`src/rtl/wb_master_engine.sv`:
```
// Wishbone classic single-access master: takes one command at a time, runs it on the bus
// with an optional per-access timeout, and returns the result on a valid/ready response port.
module wb_master_engine #(
    parameter int WB_ADDR_WIDTH = 32,
    parameter int WB_DATA_WIDTH = 32,
    parameter int TIMEOUT       = 16
) (
    input  logic                         clk,
    input  logic                         rst,
    input  logic                         req_valid,
    output logic                         req_ready,
    input  logic                         req_we,
    input  logic [WB_ADDR_WIDTH-1:0]     req_addr,
    input  logic [WB_DATA_WIDTH-1:0]     req_data,
    input  logic [WB_DATA_WIDTH/8-1:0]   req_sel,
    output logic                         rsp_valid,
    input  logic                         rsp_ready,
    output logic [WB_DATA_WIDTH-1:0]     rsp_data,
    output logic [1:0]                   rsp_status,
    output logic                         wb_cyc,
    output logic                         wb_stb,
    output logic                         wb_we,
    output logic [WB_ADDR_WIDTH-1:0]     wb_adr,
    output logic [WB_DATA_WIDTH-1:0]     wb_dat_w,
    output logic [WB_DATA_WIDTH/8-1:0]   wb_sel,
    input  logic [WB_DATA_WIDTH-1:0]     wb_dat_r,
    input  logic                         wb_ack,
    input  logic                         wb_err
);

    localparam int SEL_W   = WB_DATA_WIDTH / 8;
    localparam int CNT_W   = (TIMEOUT > 1) ? $clog2(TIMEOUT) : 1;
    localparam int TO_LAST = (TIMEOUT > 0) ? TIMEOUT - 1 : 0;

    localparam logic [1:0] ST_OK      = 2'b00;
    localparam logic [1:0] ST_BUS_ERR = 2'b01;
    localparam logic [1:0] ST_TIMEOUT = 2'b10;

    typedef enum logic [1:0] {
        S_IDLE,
        S_BUS,
        S_RESP
    } state_t;

    state_t                     state_q;
    logic                       we_q;
    logic [WB_ADDR_WIDTH-1:0]   adr_q;
    logic [WB_DATA_WIDTH-1:0]   dat_q;
    logic [SEL_W-1:0]           sel_q;
    logic [CNT_W-1:0]           cnt_q;
    logic [WB_DATA_WIDTH-1:0]   rsp_data_q;
    logic [1:0]                 rsp_status_q;
    logic                       in_bus;

    always_ff @(posedge clk) begin
        if (rst) begin
            state_q      <= S_IDLE;
            we_q         <= 1'b0;
            adr_q        <= '0;
            dat_q        <= '0;
            sel_q        <= '0;
            cnt_q        <= '0;
            rsp_data_q   <= '0;
            rsp_status_q <= ST_OK;
        end else begin
            case (state_q)
                S_IDLE: begin
                    if (req_valid) begin
                        we_q    <= req_we;
                        adr_q   <= req_addr;
                        dat_q   <= req_data;
                        sel_q   <= req_sel;
                        cnt_q   <= '0;
                        state_q <= S_BUS;
                    end
                end
                S_BUS: begin
                    // Slave responses outrank the timeout, and error outranks ack.
                    if (wb_err) begin
                        rsp_data_q   <= '0;
                        rsp_status_q <= ST_BUS_ERR;
                        state_q      <= S_RESP;
                    end else if (wb_ack) begin
                        rsp_data_q   <= we_q ? '0 : wb_dat_r;
                        rsp_status_q <= ST_OK;
                        state_q      <= S_RESP;
                    end else if (TIMEOUT > 0 && cnt_q == CNT_W'(TO_LAST)) begin
                        rsp_data_q   <= '0;
                        rsp_status_q <= ST_TIMEOUT;
                        state_q      <= S_RESP;
                    end else begin
                        cnt_q <= cnt_q + CNT_W'(1);
                    end
                end
                S_RESP: begin
                    if (rsp_ready) begin
                        state_q <= S_IDLE;
                    end
                end
                default: state_q <= S_IDLE;
            endcase
        end
    end

    assign in_bus     = (state_q == S_BUS);
    assign req_ready  = (state_q == S_IDLE);
    assign rsp_valid  = (state_q == S_RESP);
    assign rsp_data   = rsp_data_q;
    assign rsp_status = rsp_status_q;
    assign wb_cyc     = in_bus;
    assign wb_stb     = in_bus;
    assign wb_we      = in_bus & we_q;
    assign wb_adr     = in_bus ? adr_q : '0;
    assign wb_dat_w   = in_bus ? dat_q : '0;
    assign wb_sel     = in_bus ? sel_q : '0;

endmodule

```
`config.mk`:
```
export PLATFORM = sky130hd
export DESIGN_NAME = wb_master_engine
export DESIGN_NICKNAME = d
export VERILOG_FILES = /design/src/rtl/wb_master_engine.sv
export SDC_FILE = /design/constraint.sdc
export NUM_CORES = 1
export LEC_CHECK = 0
export ABC_AREA = 0
export BUFFER_PORTS_ARGS = -buffer_cell sky130_fd_sc_hd__buf_2
export CAP_MARGIN = 0
export CORE_ASPECT_RATIO = 1.5
export CORE_MARGIN = 2
export CORE_UTILIZATION = 35
export CTS_CLUSTER_DIAMETER = 80
export CTS_CLUSTER_SIZE = 14
export DETAILED_ROUTE_END_ITERATION = 10
export PLACE_DENSITY = 0.75
export SLEW_MARGIN = 25
export SYNTH_ARGS = -nofsm -noshare
export SYNTH_HDL_FRONTEND = slang
export SYNTH_SLANG_ARGS = --single-unit
```
`constraint.sdc`:
```
create_clock -name clk -period 1.76 [get_ports clk]
set_clock_uncertainty 0.1 [all_clocks]
set_input_delay 0 -clock clk [delete_from_list [all_inputs] [get_ports clk]]
set_output_delay 0 -clock clk [all_outputs]
set_load 0.02 [all_outputs]
```
==> flow_summary.yaml <==
run_status:
  status: "completed"
finish:
  synthToLayoutAreaGrowth_pct: 56.30
  drive_gt1_frac: 0.2924
  num-nets-final: 975
  fin_cells: 1031
  fill_cells: 1134
  final_util: 0.5562
  final_area_sq_um: 7204
  diodes: 0
routing:
  wl_per_cell_um: 14.65
  drt-vias-per-instance: 4.922
  routed_wirelength_um: 15100
  drcViolationCount: 0
  ant_nets: 0
  vias: 5075
  first_pass_iters: 4
  drtIter0Drc: 247
worst_setup_path:
  setup.worst_path.end_class: "flip-flop"
  ff2ff_setup_slack_ns: 0.08
  critPathArrivalTime_ns: 1.80
  crit_fanout: 33
  cp-start-kind: "flip-flop"
  required_ns: 1.88
  critPathKind: "reg -> reg"
timing:
  rsz0062_at_grt: "no"
  slew_headroom: 0.7408
  setup_viol: 0
  final_max_slew_viol_count: 0
  fin_tns_setup_ns: 0
  finalCritPeriodShare: 0.9553
  fmaxAchievable_mhz: 594.8
  worst_pin_slew_ns: 0.3888
  fin_crit_ns: 1.681
  hold_viol: 0
placement:
  dp_cells: 908
  routabilityCongestion: 0.7789
  place_hpwl_um: 8339
  postPlaceCellArea_sq_um: 5817
  place.port_buffers: 213
floorplan:
  fp.dieH_um: 144.6
  dieWidth_um: 97.70
  coreArea_sq_um: 12950
  initial_core_util: 0.3558
  io_pins: 214
  die_area_sq_um: 14120
  num_rows: 51
grt:
  grt_first_pass_wirelength_um: 22450
  overflow: 0
  grt_pass1_vias: 4837
  grt_use_total: 0.1945
  grt_max_degree: 70
  antenna_found_initial: 0
synth:
  seq_area_frac_synth: 0.4734
  ys_warn_count: 0
  synth_cell_types: 28
  netlist_instances: 570
  syn-cell-area_sq_um: 4609
  syn_nets: 678
  ys_ff_latch: 109
  synth.avg_cell_area_sq_um: 8.087
pwr:
  power.share.clock: 0.346
  p_leak_nw: 3.280
  p_switching_mw: 1.522
  p_seq_frac: 0.476
  p_int_mw: 4.034
  swShare: 0.2739
  comb_power_share: 0.178
  ir_drop_uv: 400.8
  p_per_area_nw_per_um2: 771.1
clock_network:
  clk_transition_reported_paths_ns: 0.07
  post-cts-setup-buffers: 0
  cts_tree: "done"
  cts_buffer_depth: 2
  clock_latency_ns: 0.34
  numCtsBuffers: 9
  htree_levels: 3
  clock-sinks: 109
  cts-root-buf: "clkbuf_16"
worst_hold_path:
  hp-class: "in -> reg"
flow_run:
  maxCapViolCount: 0
==> through the flow <==
step	power (mW)	setup slack [ns]	hold WS, ns
3_5_place_dp	3.462	0.07130	0.1371
3_3_place_gp	3.449	0.08946	0.1293
6_report	5.556	0.07862	0.2086
5_1_grt	5.821	0.008408	0.2122
2_1_floorplan	3.157	0.1971	0.03596
4_1_cts	5.587	0.03898	0.1958
==> what timing repair did <==
| item | 4_1_cts | 5_1_grt |
|---|---|---|
| gates resized for setup | 1 | 4 |
| pin swaps | 0 | 0 |
| hold buffers | 105 | 0 |
| endpoints found under the hold margin | 108 | 0 |
| setup endpoints to repair | 2 | 35 |
| gates cloned | 0 | 2 |
==> cells by family after synthesis <==
logic type / share of synthesized area
adder cells (fa/ha/maj): 0.002714
flip-flops: 0.4734
multiplexers: 0.002172
AO/OA/AOI/OAI: 0.1316
AND/OR/NAND/NOR: 0.3233
buffers and inverters: 0.06678
==> registers in the layout, indices dropped and copies added, names as in the netlist <==
| register | cells |
|---|---|
| cnt_q | 4 |
| adr_q | 32 |
| rsp_status | 2 |
| sel_q | 4 |
| dat_q | 32 |
| we_q | 1 |
| rsp_data | 32 |
| state_q | 2 |
==> Yosys cell counts <==
cell	number	area, sq um
inv_4	1	6.260
o21ai_0	15	75.07
and2_1	69	431.7
nor3_1	2	10.01
nor2b_1	3	18.77
clkbuf_1	13	48.80
o211ai_1	3	22.52
a311oi_2	1	15.01
or3b_1	1	8.760
buf_4	7	52.55
o32ai_1	1	8.760
nand2_1	140	525.5
dfxtp_1	109	2182
nor3b_2	1	12.51
nor4b_1	1	8.760
nor4b_4	1	23.77
nand3_1	2	10.01
nand2b_1	35	219.0
buf_2	22	110.1
nor2_1	4	15.01
nand4_1	32	200.2
mux2i_1	1	10.01
or3_1	1	6.260
ha_1	1	12.51
buf_6	8	90.09
o21ai_1	20	100.1
a21oi_1	75	375.4
a311o_1	1	10.01
==> cell type report <==
type                            count  area [sq um]  share of cell area
Tap cell                          159         198.9             0.02761
Sequential cell                   109          2182              0.3029
Clock buffer                        9         225.2             0.03126
Timing Repair Buffer              336          2402              0.3334
Multi-Input combinational cell    410          2137              0.2966
Inverter                            1         8.758            0.001216
Clock inverter                      7         50.05            0.006947
==> final timing paths <==
check | start | endpoint | cells past startpoint
hold / removal | req_valid | dat_q[31] | 5
hold reg to reg | dat_q[9] | dat_q[9] | 2
setup / recovery | cnt_q[0] | rsp_status[1] | 5
setup reg to reg | cnt_q[0] | rsp_status[1] | 5
==> worst max-delay path: stages, from the launching register on <==
cell and delay, ns:
dfxtp_1 0.32, ha_1 0.24, a311o_2 0.48, buf_12 0.20, a21oi_1 0.15, nor3_1 0.06
==> power by group through the flow <==
stage	clock, mW	combinational, mW	sequential (mW)
after floorplan	0	0.455	2.70
after global placement	0	0.757	2.69
after detailed placement	0	0.765	2.70
after CTS	2.00	0.948	2.64
after global routing	2.10	1.07	2.66
final	1.92	0.989	2.64
==> layout by cell type, fill, tap and decap left out, types with 11 or more instances in the layout <==
cell,n
o21ai_1,20
dfxtp_1,109
nand4_1,32
buf_2,212
clkbuf_16,11
nand2_1,140
nand2b_1,34
o21ai_0,15
and2_1,69
dlygate4sd3_1,105
a21oi_1,75
==> metal layers <==
layer  share of wire  track usage  vias to the layer above
met4           0.036      0.09211                        0
li1                -            -                     2481
met1            0.38       0.2119                     2339
met3           0.057      0.04592                       45
met5               0            0                        -
met2            0.52       0.3550                      210
Note: power is estimated with default switching activity, not from simulation.
